`config.mk`:
```
export PLATFORM = sky130hd
export DESIGN_NAME = touch_button_array_flat
export DESIGN_NICKNAME = d
export VERILOG_FILES = /design/src/rtl/touch_pkg.sv /design/src/rtl/touch_button_array_if.sv /design/src/rtl/touch_button_fsm.sv /design/src/rtl/touch_button_array.sv /design/src/flat_wrapper.sv
export SDC_FILE = /design/constraint.sdc
export NUM_CORES = 1
export LEC_CHECK = 0
export BUFFER_PORTS_ARGS = -buffer_cell sky130_fd_sc_hd__buf_2
export CAP_MARGIN = 5
export CORE_ASPECT_RATIO = 0.7
export CORE_MARGIN = 2
export CORE_UTILIZATION = 40
export CTS_BUF_LIST = sky130_fd_sc_hd__clkbuf_8
export DETAILED_ROUTE_END_ITERATION = 8
export GPL_ROUTABILITY_DRIVEN = 0
export HOLD_SLACK_MARGIN = 0.08
export SETUP_SLACK_MARGIN = 0.3
export SYNTH_ARGS = -nofsm -noshare
export SYNTH_HDL_FRONTEND = slang
export SYNTH_HIERARCHICAL = 1
export SYNTH_SLANG_ARGS = --single-unit
```
`constraint.sdc`:
```
create_clock -name clk -period 2.01 [get_ports clk]
set_input_delay 0.402 -clock clk [delete_from_list [all_inputs] [get_ports clk]]
set_output_delay 0.402 -clock clk [all_outputs]
set_load 0.01 [all_outputs]
```
`src/rtl/touch_pkg.sv`:
```
// Shared types and helpers for the on-screen touch button decoder.
package touch_pkg;

   localparam int unsigned X_W     = 11;
   localparam int unsigned Y_W     = 10;
   localparam int unsigned MAX_BTN = 16;

   typedef enum logic [1:0] {
      IDLE,
      DEB_PRESS,
      HELD,
      DEB_RELEASE
   } btn_state_e;

   // Extract one button's X edge from a packed region vector.
   function automatic logic [X_W-1:0] unpack_x(input logic [MAX_BTN*X_W-1:0] v,
                                                input int unsigned idx);
      return v[idx*X_W +: X_W];
   endfunction

   // Extract one button's Y edge from a packed region vector.
   function automatic logic [Y_W-1:0] unpack_y(input logic [MAX_BTN*Y_W-1:0] v,
                                                input int unsigned idx);
      return v[idx*Y_W +: Y_W];
   endfunction

endpackage

```
`src/rtl/touch_button_array_if.sv`:
```
// Touch coordinate input and per-button event outputs of the button decoder.
interface touch_button_array_if #(
   parameter int unsigned NUM_BTN = 2
);
   import touch_pkg::*;

   localparam int unsigned CODE_W = $clog2(NUM_BTN) + 1;

   logic               enable;
   logic [X_W-1:0]     gr_x;
   logic [Y_W-1:0]     gr_y;
   logic [NUM_BTN-1:0] btn_held;
   logic [NUM_BTN-1:0] btn_press;
   logic [NUM_BTN-1:0] btn_release;
   logic [NUM_BTN-1:0] btn_repeat;
   logic               btn_any;
   logic [CODE_W-1:0]  btn_code;

   modport master (
      output enable, gr_x, gr_y,
      input  btn_held, btn_press, btn_release, btn_repeat, btn_any, btn_code
   );

   modport slave (
      input  enable, gr_x, gr_y,
      output btn_held, btn_press, btn_release, btn_repeat, btn_any, btn_code
   );

endinterface

```
`src/rtl/touch_button_fsm.sv`:
```
// Per-button debounce / hold / auto-repeat state machine with registered event pulses.
module touch_button_fsm
   import touch_pkg::*;
#(
   parameter int unsigned DEBOUNCE      = 4,
   parameter int unsigned HOLD_CYCLES   = 50,
   parameter int unsigned REPEAT_CYCLES = 10,
   parameter bit          REPEAT_EN     = 1'b1
) (
   input  logic clk,
   input  logic reset,
   input  logic i_hit,
   output logic o_held,
   output logic o_press,
   output logic o_release,
   output logic o_repeat
);

   localparam int unsigned CNT_MAX = (DEBOUNCE > HOLD_CYCLES) ? DEBOUNCE : HOLD_CYCLES;
   localparam int unsigned CNT_W   = $clog2(CNT_MAX + 1);
   localparam logic [CNT_W-1:0] DEB_LAST   = CNT_W'(DEBOUNCE - 1);
   localparam logic [CNT_W-1:0] HOLD_LAST  = CNT_W'(HOLD_CYCLES - 1);
   localparam logic [CNT_W-1:0] RPT_RELOAD =
      CNT_W'((HOLD_CYCLES > REPEAT_CYCLES) ? (HOLD_CYCLES - REPEAT_CYCLES) : 0);
   localparam logic [CNT_W-1:0] CNT_SAT    = {CNT_W{1'b1}};

   btn_state_e       r_state;
   logic [CNT_W-1:0] r_dcnt;
   logic [CNT_W-1:0] r_rcnt;
   logic             r_held;
   logic             r_press;
   logic             r_release;
   logic             r_repeat;

   // Debounce counter confirms a change of hit level; repeat counter runs only while settled in HELD.
   always_ff @(posedge clk) begin
      if (reset) begin
         r_state   <= IDLE;
         r_dcnt    <= '0;
         r_rcnt    <= '0;
         r_held    <= 1'b0;
         r_press   <= 1'b0;
         r_release <= 1'b0;
         r_repeat  <= 1'b0;
      end else begin
         r_press   <= 1'b0;
         r_release <= 1'b0;
         r_repeat  <= 1'b0;
         case (r_state)
            IDLE: begin
               if (i_hit) begin
                  if (DEBOUNCE == 1) begin
                     r_state <= HELD;
                     r_held  <= 1'b1;
                     r_press <= 1'b1;
                     r_rcnt  <= '0;
                  end else begin
                     r_state <= DEB_PRESS;
                     r_dcnt  <= CNT_W'(1);
                  end
               end
            end
            DEB_PRESS: begin
               if (!i_hit) begin
                  r_state <= IDLE;
                  r_dcnt  <= '0;
               end else if (r_dcnt >= DEB_LAST) begin
                  r_state <= HELD;
                  r_held  <= 1'b1;
                  r_press <= 1'b1;
                  r_dcnt  <= '0;
                  r_rcnt  <= '0;
               end else if (r_dcnt != CNT_SAT) begin
                  r_dcnt <= r_dcnt + CNT_W'(1);
               end
            end
            HELD: begin
               if (!i_hit) begin
                  if (DEBOUNCE == 1) begin
                     r_state   <= IDLE;
                     r_held    <= 1'b0;
                     r_release <= 1'b1;
                     r_rcnt    <= '0;
                  end else begin
                     r_state <= DEB_RELEASE;
                     r_dcnt  <= CNT_W'(1);
                  end
               end else if (REPEAT_EN && (r_rcnt == HOLD_LAST)) begin
                  r_repeat <= 1'b1;
                  r_rcnt   <= RPT_RELOAD;
               end else if (r_rcnt != CNT_SAT) begin
                  r_rcnt <= r_rcnt + CNT_W'(1);
               end
            end
            DEB_RELEASE: begin
               if (i_hit) begin
                  r_state <= HELD;
                  r_dcnt  <= '0;
               end else if (r_dcnt >= DEB_LAST) begin
                  r_state   <= IDLE;
                  r_held    <= 1'b0;
                  r_release <= 1'b1;
                  r_dcnt    <= '0;
                  r_rcnt    <= '0;
               end else if (r_dcnt != CNT_SAT) begin
                  r_dcnt <= r_dcnt + CNT_W'(1);
               end
            end
            default: begin
               r_state <= IDLE;
               r_held  <= 1'b0;
               r_dcnt  <= '0;
               r_rcnt  <= '0;
            end
         endcase
      end
   end

   assign o_held    = r_held;
   assign o_press   = r_press;
   assign o_release = r_release;
   assign o_repeat  = r_repeat;

endmodule

```
`src/rtl/touch_button_array.sv`:
```
// NUM_BTN rectangular touch regions: registered priority hit test feeding one debounce FSM per button.
module touch_button_array
   import touch_pkg::*;
#(
   parameter int unsigned              NUM_BTN       = 2,
   parameter logic [NUM_BTN*X_W-1:0]   X_LO          = {11'd406, 11'd206},
   parameter logic [NUM_BTN*X_W-1:0]   X_HI          = {11'd495, 11'd295},
   parameter logic [NUM_BTN*Y_W-1:0]   Y_LO          = {10'd301, 10'd301},
   parameter logic [NUM_BTN*Y_W-1:0]   Y_HI          = {10'd380, 10'd380},
   parameter int unsigned              DEBOUNCE      = 4,
   parameter int unsigned              HOLD_CYCLES   = 50,
   parameter int unsigned              REPEAT_CYCLES = 10,
   parameter bit                       REPEAT_EN     = 1'b1
) (
   input  logic                 clk,
   input  logic                 reset,
   touch_button_array_if.slave  bus
);

   localparam int unsigned CODE_W = $clog2(NUM_BTN) + 1;
   localparam logic [MAX_BTN*X_W-1:0] X_LO_EXT = (MAX_BTN*X_W)'(X_LO);
   localparam logic [MAX_BTN*X_W-1:0] X_HI_EXT = (MAX_BTN*X_W)'(X_HI);
   localparam logic [MAX_BTN*Y_W-1:0] Y_LO_EXT = (MAX_BTN*Y_W)'(Y_LO);
   localparam logic [MAX_BTN*Y_W-1:0] Y_HI_EXT = (MAX_BTN*Y_W)'(Y_HI);

   logic [NUM_BTN-1:0] w_hit_raw;
   logic [NUM_BTN-1:0] w_hit_pri;
   logic [NUM_BTN-1:0] r_hit_q;
   logic [NUM_BTN-1:0] w_held;
   logic [NUM_BTN-1:0] w_press;
   logic [NUM_BTN-1:0] w_release;
   logic [NUM_BTN-1:0] w_repeat;
   logic [CODE_W-1:0]  w_code;

   // Inclusive unsigned rectangle test per button.
   always_comb begin
      w_hit_raw = '0;
      for (int unsigned i = 0; i < NUM_BTN; i++) begin
         w_hit_raw[i] = bus.enable &&
                        (bus.gr_x >= unpack_x(X_LO_EXT, i)) && (bus.gr_x <= unpack_x(X_HI_EXT, i)) &&
                        (bus.gr_y >= unpack_y(Y_LO_EXT, i)) && (bus.gr_y <= unpack_y(Y_HI_EXT, i));
      end
   end

   // Isolate the lowest set bit so overlapping regions resolve to the lowest index.
   assign w_hit_pri = w_hit_raw & (~w_hit_raw + NUM_BTN'(1));

   always_ff @(posedge clk) begin
      if (reset) r_hit_q <= '0;
      else       r_hit_q <= w_hit_pri;
   end

   for (genvar g = 0; g < NUM_BTN; g++) begin : g_btn
      touch_button_fsm #(
         .DEBOUNCE      (DEBOUNCE),
         .HOLD_CYCLES   (HOLD_CYCLES),
         .REPEAT_CYCLES (REPEAT_CYCLES),
         .REPEAT_EN     (REPEAT_EN)
      ) u_fsm (
         .clk       (clk),
         .reset     (reset),
         .i_hit     (r_hit_q[g]),
         .o_held    (w_held[g]),
         .o_press   (w_press[g]),
         .o_release (w_release[g]),
         .o_repeat  (w_repeat[g])
      );
   end

   // Lowest held index wins; all-ones when nothing is held.
   always_comb begin
      w_code = '1;
      for (int i = int'(NUM_BTN) - 1; i >= 0; i--) begin
         if (w_held[i]) w_code = CODE_W'(i);
      end
   end

   assign bus.btn_held    = w_held;
   assign bus.btn_press   = w_press;
   assign bus.btn_release = w_release;
   assign bus.btn_repeat  = w_repeat;
   assign bus.btn_any     = |w_held;
   assign bus.btn_code    = w_code;

endmodule

```
`src/flat_wrapper.sv`:
```
// flat-port wrapper written by rule: the top's interface ports become plain ports
module touch_button_array_flat import touch_pkg::*;
#(
   parameter int unsigned              NUM_BTN       = 2,
   parameter logic [NUM_BTN*X_W-1:0]   X_LO          = {11'd406, 11'd206},
   parameter logic [NUM_BTN*X_W-1:0]   X_HI          = {11'd495, 11'd295},
   parameter logic [NUM_BTN*Y_W-1:0]   Y_LO          = {10'd301, 10'd301},
   parameter logic [NUM_BTN*Y_W-1:0]   Y_HI          = {10'd380, 10'd380},
   parameter int unsigned              DEBOUNCE      = 4,
   parameter int unsigned              HOLD_CYCLES   = 50,
   parameter int unsigned              REPEAT_CYCLES = 10,
   parameter bit                       REPEAT_EN     = 1'b1
)
  (clk, reset, bus_enable, bus_gr_x, bus_gr_y, bus_btn_held, bus_btn_press, bus_btn_release, bus_btn_repeat, bus_btn_any, bus_btn_code);
  touch_button_array_if #(.NUM_BTN(NUM_BTN)) bus_i ();
  input  logic clk;
  input  logic reset;
  input wire logic [$bits(bus_i.enable)-1:0] bus_enable;
  input wire logic [$bits(bus_i.gr_x)-1:0] bus_gr_x;
  input wire logic [$bits(bus_i.gr_y)-1:0] bus_gr_y;
  output wire logic [$bits(bus_i.btn_held)-1:0] bus_btn_held;
  output wire logic [$bits(bus_i.btn_press)-1:0] bus_btn_press;
  output wire logic [$bits(bus_i.btn_release)-1:0] bus_btn_release;
  output wire logic [$bits(bus_i.btn_repeat)-1:0] bus_btn_repeat;
  output wire logic [$bits(bus_i.btn_any)-1:0] bus_btn_any;
  output wire logic [$bits(bus_i.btn_code)-1:0] bus_btn_code;
  assign bus_i.enable = bus_enable;
  assign bus_i.gr_x = bus_gr_x;
  assign bus_i.gr_y = bus_gr_y;
  assign bus_btn_held = bus_i.btn_held;
  assign bus_btn_press = bus_i.btn_press;
  assign bus_btn_release = bus_i.btn_release;
  assign bus_btn_repeat = bus_i.btn_repeat;
  assign bus_btn_any = bus_i.btn_any;
  assign bus_btn_code = bus_i.btn_code;
  touch_button_array #(.NUM_BTN(NUM_BTN), .X_LO(X_LO), .X_HI(X_HI), .Y_LO(Y_LO), .Y_HI(Y_HI), .DEBOUNCE(DEBOUNCE), .HOLD_CYCLES(HOLD_CYCLES), .REPEAT_CYCLES(REPEAT_CYCLES), .REPEAT_EN(REPEAT_EN)) u_core (.clk(clk), .reset(reset), .bus(bus_i));
endmodule
```
==> results by group <==
Pwr
  • Clk network pwr share: 0.425
  • NetSw: 308 uW
  • Internal power: 1140 uW
  • PwrDens: 613 nW/um^2
  • Comb power frac: 0.051
  • Max VDD drop: 0.000343 V
  • Switch share: 0.213
  • Seq pwr share: 0.524
  • Leakage: 0.000931 uW

Logic synthesis
  • Largest area contributor in the netlist: dfxtp_1
  • FF+latch count, synth: 38
  • Top cell type's share of synthesized area: 0.390
  • Post-synthesis cell area: 1950 sq um
  • Yosys warnings: 6
  • Syn Nets: 233
  • Post-synthesis cell type count: 65
  • Post-synth EDFFs: 0
  • Register area share after synthesis: 0.390
  • Top post-synthesis cells by area: dfxtp_1, ha_1, nand3_1
  • Syn Area/Cell: 9.66 sq um
  • Main flop type after synthesis: dfxtp_1
  • Cells after synthesis: 202
  • Async SR Flop Fraction: 0

Floorplanning
  • Starting Density: 0.412
  • Die area: 5460 sq um
  • Die Y: 62.4 microns
  • Boundary pin count: 35
  • Die width: 87.5 microns
  • Row cnt: 21
  • Core Region: 4730 sq um

Setup path
  • R2R depth: 5
  • R2R Path End: u_core/g_btn[0].u_fsm/r_rcnt[1]
  • Cell family with most CP delay: simple AND/OR/NAND/NOR gates
  • Slowest CP cell: or4_4
  • CP Launch Type: flop
  • Critical path data arrival time: 1.96 ns
  • R2R Path Start: u_core/g_btn[0].u_fsm/r_dcnt[2]
  • Crit path largest cell delay: 0.58 ns
  • Critical Path RT: 2.24 ns
  • Crit Path Max Fanout: 4
  • Endpoint class of the critical path: flop
  • Critical path cell sequence: or4_4 > o311ai_4 > buf_4 > and4_1 > a31o_1
  • WP buf/inv: 1
  • Critical Setup Path Class: reg2reg
  • FF-to-FF setup slack: 0.28 ns

Clock network
  • CTS Buffer Depth: 2
  • Clock Latency Late Sink: 0.28 ns
  • Root buffer cell: clkbuf_8
  • CTS hold repair buffers: 0
  • Clock sink total: 38
  • CTS HTree Levels: 2
  • Reg clk slew, reported paths: 0.07 ns
  • TritonCTS clock tree: built
  • TritonCTS Buffers: 5

STA
  • Maximum clock frequency: 578 MHz
  • Final slew viol count: 0
  • Final number of hold-violating endpoints: 0
  • Slew headroom: 0.607
  • Setup TNS Final: 0 ns
  • Period minus WS final: 1.73 ns
  • Post-Route Skew: 0.00534 ns
  • Tcrit/Tclk final: 0.860
  • Count of final setup violators: 0
  • RSZ-0062 raised after global routing: yes
  • Worst-Margin Slew: 0.582 ns

Global routing
  • Top Usage Layer GRT: met1
  • Largest net degree at the start of global routing: 25
  • Total track usage: 0.154
  • Gr ovfl total: 0
  • Vias in the first global route: 1,460
  • First-pass GRT wire length: 6640 microns
  • Grt met3 use: 0.0423
  • Met1 Use GR: 0.245
  • Initial antenna violation count: 0
  • Routing usage on met2: 0.200

Detailed routing
  • DRC: 0
  • DR iter-0 viols: 90
  • Vias/cell: 5.34
  • Routed length per instance: 13.3 microns
  • Total number of vias: 1,608
  • Drt pass-1 iters: 4
  • DRT antenna net count: 0
  • Drt total wl: 4010 microns

Final layout
  • Area of the multi-input gates: 1140 sq um
  • Commonest cells after routing, fill and taps aside: dfxtp_1, buf_2, nor2_1
  • Register area: 766 sq um
  • N_diodes: 0
  • Filler cells: 453
  • P&R area growth vs syn: 20.7%
  • Nets: 274
  • Commonest non-fill, non-tap cell in the layout: dfxtp_1
  • Share of cells above drive strength 1: 0.316
  • Finished Layout Cells: 301

Min path
  • Worst hold start: bus_gr_x[7]
  • Min-delay worst type: in2reg
  • WHS Path Cells: 3
  • Hold Path End: u_core/r_hit_q[1]

Place
  • # placed instances: 291
  • Hpwl dp: 2900 microns
  • Port Buffer Count: 33

Flow run
  • Max-cap check violation count: 0

Outcome
  • Outcome: completed
## Yosys cell counts, drive strengths merged, types with 3 or more instances
cell type   n
and3        7
nor3        8
nor2       13
o211a       3
o211ai      3
nand2b      3
a21oi       9
and2        6
nor4b       4
nand2      12
buf         4
o21ai       8
nand3      11
a31oi       3
dfxtp      38
ha          7
inv        10
or4         5
a211oi      3
## layout make-up
class,count,area share
Multi-Input combinational cell,148,0.482
Sequential cell,38,0.325
Timing Repair Buffer,40,0.0994
Clock buffer,8,0.0468
Tap cell,57,0.0303
Inverter,10,0.0159
## how the worst max path moves through the flow
stage,start,slack [ns],cells after the start,to
after global routing,u_core/g_btn[0].u_fsm/r_dcnt[2],0.23,5,u_core/g_btn[0].u_fsm/r_rcnt[0]
after global placement,u_core/g_btn[0].u_fsm/r_dcnt[2],0.24,4,u_core/g_btn[0].u_fsm/r_rcnt[0]
after CTS,u_core/g_btn[0].u_fsm/r_dcnt[5],0.27,5,u_core/g_btn[0].u_fsm/r_rcnt[1]
after detailed placement,u_core/g_btn[0].u_fsm/r_dcnt[2],0.24,4,u_core/g_btn[0].u_fsm/r_rcnt[0]
final,u_core/g_btn[0].u_fsm/r_dcnt[2],0.28,5,u_core/g_btn[0].u_fsm/r_rcnt[1]
after floorplan,u_core/g_btn[0].u_fsm/r_dcnt[2],0.36,4,u_core/g_btn[0].u_fsm/o_held
## registers in the layout, indices dropped and copies added (netlist names), named ones only
| signal | cells |
|---|---|
| u_core/g_btn.u_fsm/r_dcnt | 12 |
| u_core/g_btn.u_fsm/o_press | 2 |
| u_core/r_hit_q | 2 |
| u_core/g_btn.u_fsm/o_held | 2 |
| u_core/g_btn.u_fsm/o_repeat | 2 |
| u_core/g_btn.u_fsm/r_rcnt | 12 |
| u_core/g_btn.u_fsm/r_state | 2 |
| u_core/g_btn.u_fsm/o_release | 2 |
## cells by family after synthesis
group                    synth area share
AO/OA/AOI/OAI                       0.225
XOR/XNOR                           0.0173
adder cells (fa/ha/maj)            0.0449
buffers and inverters              0.0359
flip-flops                          0.390
multiplexers                      0.00513
AND/OR/NAND/NOR                     0.282
## through the flow
step / power [uW] / worst slack (ns) / utilization / hold slack, ns / instance area, sq um
after floorplan: 807 / 0.364 / - / 0.432 / 1950
after global placement: 848 / 0.237 / 0.466 / 0.449 / 2200
after detailed placement: 848 / 0.237 / 0.466 / 0.448 / 2200
after CTS: 1460 / 0.266 / 0.493 / 0.385 / 2330
after global routing: 1510 / 0.233 / 0.498 / 0.398 / 2350
final: 1440 / 0.281 / 0.498 / 0.396 / 2350
## repair_timing
| item | CTS | global route |
|---|---|---|
| buffers inserted | 2 | 0 |
| setup endpoints to repair | 3 | 10 |
| pin swaps | 4 | 4 |
| resized for setup | 2 | 7 |
## tightest hold or removal path, cell delays in order
cell	delay, ns
buf_2	0.11
nand3_1	0.07
nor3_2	0.04
## power groups by stage
stage	registers, uW	logic [uW]	clock network (uW)
after floorplan	774	32.8	0
after global placement	774	74.0	0
after detailed placement	774	74.0	0
after CTS	756	74.2	634
after global routing	756	82.2	667
final	756	74.0	613
## routing by layer
layer / routed length [microns] / vias to the layer above
met5: 0 / -
met3: 266 / 2
met2: 1410 / 44
li1: - / 842
met4: 14 / 0
met1: 2310 / 720
Power figures use the tool's default switching activity.
